File: config.mk
export PLATFORM = sky130hd
export DESIGN_NAME = audio_sample_scheduler_flat
export DESIGN_NICKNAME = d
export VERILOG_FILES = /design/src/rtl/audio_sample_scheduler_if.sv /design/src/rtl/audio_sample_scheduler.sv /design/src/flat_wrapper.sv
export SDC_FILE = /design/constraint.sdc
export NUM_CORES = 1
export LEC_CHECK = 0
export BUFFER_PORTS_ARGS = -buffer_cell sky130_fd_sc_hd__buf_2
export CAP_MARGIN = 20
export CORE_UTILIZATION = 44
export CTS_CLUSTER_DIAMETER = 80
export DETAILED_ROUTE_END_ITERATION = 10
export PLACE_DENSITY_LB_ADDON = 0.05
export SLEW_MARGIN = 25
export SYNTH_ARGS = -nofsm -noshare
export SYNTH_HDL_FRONTEND = slang
export SYNTH_SLANG_ARGS = --single-unit
File: constraint.sdc
create_clock -name clock -period 8.7 [get_ports clock]
set_input_delay 0.87 -clock clock [delete_from_list [all_inputs] [get_ports clock]]
set_output_delay 0.87 -clock clock [all_outputs]
set_load 0.02 [all_outputs]
File: src/rtl/audio_sample_scheduler_if.sv
// Upstream valid/ready channel carrying one signed L/R sample pair per transfer.
interface audio_sample_scheduler_if #(
  parameter int unsigned WIDTH = 18
) ();
  logic                    in_valid;
  logic                    in_ready;
  logic signed [WIDTH-1:0] in_left;
  logic signed [WIDTH-1:0] in_right;

  modport master (output in_valid, output in_left, output in_right, input in_ready);
  modport slave  (input in_valid, input in_left, input in_right, output in_ready);
endinterface

File: src/rtl/audio_sample_scheduler.sv
// Stereo sample scheduler: FIFO-buffers L/R pairs and releases one pair per 48 kHz tick,
// with prefill, underrun hold, mute-after-starvation and synchronous flush.
module audio_sample_scheduler #(
  parameter int unsigned WIDTH      = 18,
  parameter int unsigned DEPTH      = 8,
  parameter int unsigned PREFILL    = 4,
  parameter int unsigned MUTE_AFTER = 4
) (
  input  logic                       clock,
  input  logic                       reset,
  input  logic                       clken48kHz,
  input  logic                       flush,
  audio_sample_scheduler_if.slave    in_if,
  output logic signed [WIDTH-1:0]    LEFTout,
  output logic signed [WIDTH-1:0]    RIGHTout,
  output logic                       sample_upd,
  output logic                       running,
  output logic [$clog2(DEPTH):0]     fill_level,
  output logic [7:0]                 underflow_cnt
);

  localparam int unsigned PtrW  = $clog2(DEPTH);
  localparam int unsigned CntW  = PtrW + 1;
  localparam int unsigned TickW = $clog2(MUTE_AFTER + 1);

  localparam logic [1:0] StIdle  = 2'd0;
  localparam logic [1:0] StRun   = 2'd1;
  localparam logic [1:0] StUnder = 2'd2;

  logic [2*WIDTH-1:0]    mem_q [DEPTH];
  logic [2*WIDTH-1:0]    mem_d [DEPTH];
  logic [PtrW-1:0]       wr_ptr_q, wr_ptr_d;
  logic [PtrW-1:0]       rd_ptr_q, rd_ptr_d;
  logic [CntW-1:0]       count_q, count_d;
  logic [1:0]            state_q, state_d;
  logic signed [WIDTH-1:0] left_q, left_d;
  logic signed [WIDTH-1:0] right_q, right_d;
  logic                  upd_q, upd_d;
  logic [7:0]            uf_q, uf_d;
  logic [TickW-1:0]      ticks_q, ticks_d;
  logic [TickW-1:0]      ticks_nxt;

  logic                  full, empty, push, pop;
  logic [2*WIDTH-1:0]    head;

  assign full            = (count_q == CntW'(DEPTH));
  assign empty           = (count_q == '0);
  assign in_if.in_ready  = !full && !flush;
  assign push            = in_if.in_valid && in_if.in_ready;
  // Emptiness comes from the registered count, so a same-edge push never feeds a pop.
  assign pop             = clken48kHz && !empty && (state_q != StIdle) && !flush;
  assign head            = mem_q[rd_ptr_q];

  always_comb begin
    mem_d = mem_q;
    if (push) begin
      mem_d[wr_ptr_q] = {in_if.in_left, in_if.in_right};
    end
  end

  always_comb begin
    wr_ptr_d  = wr_ptr_q + PtrW'(push);
    rd_ptr_d  = rd_ptr_q + PtrW'(pop);
    count_d   = count_q + CntW'(push) - CntW'(pop);
    state_d   = state_q;
    left_d    = left_q;
    right_d   = right_q;
    upd_d     = 1'b0;
    uf_d      = uf_q;
    ticks_d   = ticks_q;
    ticks_nxt = ticks_q + TickW'(1);

    case (state_q)
      StIdle: begin
        if (count_d >= CntW'(PREFILL)) begin
          state_d = StRun;
        end
      end
      StRun, StUnder: begin
        if (clken48kHz) begin
          if (!empty) begin
            left_d  = $signed(head[2*WIDTH-1:WIDTH]);
            right_d = $signed(head[WIDTH-1:0]);
            upd_d   = 1'b1;
            state_d = StRun;
            ticks_d = '0;
          end else begin
            uf_d = (uf_q == 8'hFF) ? uf_q : uf_q + 8'd1;
            // ticks_q is always 0 in StRun, so ticks_nxt starts the run at 1.
            if (ticks_nxt == TickW'(MUTE_AFTER)) begin
              left_d  = '0;
              right_d = '0;
              upd_d   = 1'b1;
              state_d = StIdle;
              ticks_d = '0;
            end else begin
              state_d = StUnder;
              ticks_d = ticks_nxt;
            end
          end
        end
      end
      default: state_d = StIdle;
    endcase

    if (flush) begin
      wr_ptr_d = '0;
      rd_ptr_d = '0;
      count_d  = '0;
      state_d  = StIdle;
      left_d   = '0;
      right_d  = '0;
      upd_d    = 1'b0;
      uf_d     = '0;
      ticks_d  = '0;
    end
  end

  // Sample storage carries no reset; the count alone defines valid entries.
  always_ff @(posedge clock) begin
    mem_q <= mem_d;
  end

  always_ff @(posedge clock or negedge reset) begin
    if (!reset) begin
      wr_ptr_q <= '0;
      rd_ptr_q <= '0;
      count_q  <= '0;
      state_q  <= StIdle;
      left_q   <= '0;
      right_q  <= '0;
      upd_q    <= 1'b0;
      uf_q     <= '0;
      ticks_q  <= '0;
    end else begin
      wr_ptr_q <= wr_ptr_d;
      rd_ptr_q <= rd_ptr_d;
      count_q  <= count_d;
      state_q  <= state_d;
      left_q   <= left_d;
      right_q  <= right_d;
      upd_q    <= upd_d;
      uf_q     <= uf_d;
      ticks_q  <= ticks_d;
    end
  end

  assign LEFTout       = left_q;
  assign RIGHTout      = right_q;
  assign sample_upd    = upd_q;
  assign running       = (state_q != StIdle);
  assign fill_level    = count_q;
  assign underflow_cnt = uf_q;

endmodule

File: src/flat_wrapper.sv
// flat-port wrapper written by rule: the top's interface ports become plain ports
module audio_sample_scheduler_flat 
#(
  parameter int unsigned WIDTH      = 18,
  parameter int unsigned DEPTH      = 8,
  parameter int unsigned PREFILL    = 4,
  parameter int unsigned MUTE_AFTER = 4
)
  (clock, reset, clken48kHz, flush, LEFTout, RIGHTout, sample_upd, running, fill_level, underflow_cnt, in_if_in_valid, in_if_in_left, in_if_in_right, in_if_in_ready);
  audio_sample_scheduler_if #(.WIDTH(WIDTH)) in_if_i ();
  input  logic clock;
  input  logic reset;
  input  logic clken48kHz;
  input  logic flush;
  output logic signed [WIDTH-1:0] LEFTout;
  output logic signed [WIDTH-1:0] RIGHTout;
  output logic sample_upd;
  output logic running;
  output logic [$clog2(DEPTH):0] fill_level;
  output logic [7:0] underflow_cnt;
  input wire logic [$bits(in_if_i.in_valid)-1:0] in_if_in_valid;
  input wire logic [$bits(in_if_i.in_left)-1:0] in_if_in_left;
  input wire logic [$bits(in_if_i.in_right)-1:0] in_if_in_right;
  output wire logic [$bits(in_if_i.in_ready)-1:0] in_if_in_ready;
  assign in_if_i.in_valid = in_if_in_valid;
  assign in_if_i.in_left = in_if_in_left;
  assign in_if_i.in_right = in_if_in_right;
  assign in_if_in_ready = in_if_i.in_ready;
  audio_sample_scheduler #(.WIDTH(WIDTH), .DEPTH(DEPTH), .PREFILL(PREFILL), .MUTE_AFTER(MUTE_AFTER)) u_core (.clock(clock), .reset(reset), .clken48kHz(clken48kHz), .flush(flush), .in_if(in_if_i), .LEFTout(LEFTout), .RIGHTout(RIGHTout), .sample_upd(sample_upd), .running(running), .fill_level(fill_level), .underflow_cnt(underflow_cnt));
endmodule
==> results.yml <==
critical_path:
  rr_endpoint: "u_core.state_q[0]"
  crit_path_largest_cell_delay_ns: 0.51
  timing.critical_path.fanout_max: 9
  timing.reg2reg.setup_slack_ns: 5.21
  cpLargestDelayFamily: "adder cells"
  critPathMostFrequentCell: "sky130_fd_sc_hd__ha_1"
  timing.critical_path.required_ns: 9.08
  path_class: "register to register"
  endpoint_kind: "register"
  critical-path-slowest-cell: "sky130_fd_sc_hd__or3b_1"
  worst-endpoint-arrival_ns: 3.87
  crit_buf_inv: 2
  timing.reg2reg.worst_path_depth: 12
  timing.critical_path.from_type: "register"
  worstPathCellList: "inv_1, ha_1, or3b_1, and4_1, ha_1, inv_1, ha_1, fa_1, xor2_1, a2111oi_0, or3_1, o32ai_1"
  timing.rr.start: "u_core.fill_level[2]"
clocking:
  ctsResizeCount: 0
  ctsLongestPathBuffers: 3
  insertion_delay_ns: 0.51
  cts_htree_levels: 2
  numCtsBuffers: 39
  cts.clk_slew.worst_paths_ns: 0.06
  clock_tree.root_cell: "sky130_fd_sc_hd__clkbuf_16"
  clock_sink_count: 348
  cts_tree: "built"
  post_cts_hold_buffer_count: 0
  post_cts_buffers: 0
sta:
  timing_max_transition_violations_final: 0
  rsz0062_at_grt: "false"
  setup_violations: 0
  timing.final.crit_period_ns: 3.488
  tns_ns: 0
  fmax_mhz: 286.7
  finalClockSkew_ns: 0.009435
  hold_vio_cnt_final: 0
  tightest_slew_ns: 0.8525
  slew_headroom_pct: 43.16
  post-route-period-util_pct: 40.09
floorplan:
  die_wd_um: 176.6
  io-pin-count: 92
  initial_utilization_pct: 45.02
  dieArea_um2: 31190
  floorplan.core_area_um2: 29800
  rows: 63
  die_h_um: 176.6
cells_and_area:
  final_core_util_pct: 52.34
  layout.cells.most_common_list: "sky130_fd_sc_hd__edfxtp_1 (288), sky130_fd_sc_hd__buf_2 (90), sky130_fd_sc_hd__mux4_2 (72)"
  nNetsFinal: 822
  drive_above_1_share_pct: 30.73
  commonest_non_fill_non_tap_cell_in_the_layout: "sky130_fd_sc_hd__edfxtp_1"
  area_delta_synth_final_pct: 16.26
  final_area_um2: 15600
grt:
  grt_max_degree: 61
  grt_pass1_wl_um: 43260
  overflow: 0
  grt_antenna_before_repair: 2
  grt_pass1_vias: 7100
  gr-usage-all-layers_pct: 18.80
drt:
  dr.first_iter.drc_count: 336
  drt_pre_antenna_iters: 6
  ant_nets: 0
  detail_route.wl_per_cell_um: 23.57
  drt-total-wl_um: 27930
  route.detailed.vias_per_inst: 5.577
  drc_markers: 0
  num_vias: 6609
placed_design:
  gp_congestion: 0.7208
  post-dp-hpwl_um: 15080
  dpl_cell_area_um2: 14370
  port_buffers: 91
power:
  p_leak_nw: 5.457
  vdd_drop_max_mv: 0.1120
  cellPowerDensity_nw_per_um2: 252.3
synth:
  postSynthNetCount: 707
  syn_area_per_cell_um2: 20.64
  number_of_cells_produced_by_synthesis: 650
  synth_warnings: 0
  synth_seq_cells: 348
  post_synthesis_instance_area_um2: 13420
  synth_sequential_area_ratio_pct: 75.66
  synth_cell_type_count: 46
status:
  run_status: "finished clean"
job:
  max_cap_violations: 0
hold_path:
  hold_class: "input pin to asynchronous set/reset pin"
[cells in the mapped netlist, drive strengths merged]
library cell  instances  area [µm²]
a2111oi               2       23.77
a211oi                2       15.01
a21o                  1       15.01
a21oi                 9       56.31
a221o                36       360.4
a22oi                 1       7.510
a311oi                1       15.01
and2                  2       12.51
and3                  2       12.51
and3b                 1       8.760
and4                  3       26.28
buf                  18       113.9
clkbuf               12       45.04
dfrtp                60        1501
edfxtp              288        8648
fa                    1       20.02
ha                   15       187.7
inv                  12       45.04
mux2                  1       11.26
mux2i                 1       10.01
mux4                 72        1622
nand2                 7       26.28
nand2b                5       31.28
nand3                 2       10.01
nand3b                1       7.510
nand4                 3       18.77
nand4b                1       8.760
nor2                 19       71.32
nor2b                44       275.3
nor3                  6       35.03
nor3b                 1       7.510
o21ai                 2       10.01
o311ai                1       8.760
o31ai                 1       7.510
o32ai                 2       17.52
o41ai                 1       8.760
or3                   3       18.77
or3b                  2       17.52
or4                   1       7.510
xnor2                 5       43.79
xor2                  3       26.28
[metrics by stage]
step | cells | hold WS [ns] | setup WS [ns] | power [mW]
6_report | 1185 | 0.3646 | 5.212 | 3.935
4_1_cts | 1184 | 0.5093 | 5.177 | 3.986
3_5_place_dp | 1114 | 0.4947 | 4.634 | 2.423
2_1_floorplan | 650 | 0.5044 | 4.138 | 2.273
3_3_place_gp | 1114 | 0.4907 | 4.661 | 2.414
5_1_grt | 1184 | 0.4438 | 5.003 | 4.088
[state kept, by name, indices dropped and copies added (netlist names)]
signal	count
u_core.mem_q	288
u_core.LEFTout	18
u_core.RIGHTout	18
u_core.underflow_cnt	8
u_core.fill_level	4
u_core.rd_ptr_q	3
u_core.ticks_q	3
u_core.wr_ptr_q	3
u_core.state_q	2
u_core.sample_upd	1
[how the worst max path moves through the flow]
stage	startpoint	to	slack (ns)	cells after the start
detailed placement	flush	u_core.mem_q[248]	4.63	5
global route	u_core.fill_level[2]	u_core.state_q[0]	5.00	12
CTS	flush	u_core.mem_q[220]	5.18	5
floorplan	flush	u_core.mem_q[216]	4.14	4
global placement	flush	u_core.mem_q[218]	4.66	5
finish	u_core.fill_level[2]	u_core.state_q[0]	5.21	12
[metal layers]
layer / part of all wire (%) / global-route usage [%] / wire [µm]
met5: 0.072 / 0 / 20
met4: 1.8 / 4.813 / 496
met3: 5.0 / 3.458 / 1389
met2: 51 / 31.80 / 14250
met1: 42 / 25.12 / 11780
[cell type report]
class / instances / area [µm²]
Antenna cell: 1 / 2.502
Clock buffer: 56 / 1132
Clock inverter: 14 / 88.84
Fill cell: 2432 / 14200
Inverter: 12 / 45.04
Multi-Input combinational cell: 260 / 3123
Sequential cell: 348 / 10160
Tap cell: 390 / 488.0
Timing Repair Buffer: 104 / 559.3
[cells by family after synthesis]
kind of cell	Yosys count	synth area share, %
fa+ha+maj	16	1.548
flops	348	75.66
mux	74	12.25
simple gates	103	4.440
buf+inv	42	1.520
xor+xnor	8	0.5223
compound gates	59	4.066
[power breakdown]
part / internal (mW) / total, mW / leakage, nW / switching, mW
sequential: 1.88 / 1.93 / 3.42 / 0.0530
combinational: 0.188 / 0.451 / 1.43 / 0.263
clock: 0.931 / 1.55 / 0.599 / 0.622
total: 3.00 / 3.93 / 5.46 / 0.938
[worst register-to-register path: cells and delay by family (launching register included)]
kind	cells	cell delay [ns]
AO/OA/AOI/OAI	2	0.57
XOR/XNOR	1	0.18
adder cells (fa/ha/maj)	4	1.06
buffers and inverters	2	0.15
flip-flops	1	0.37
AND/OR/NAND/NOR	3	1.03
(Power assumes the default switching activity.)
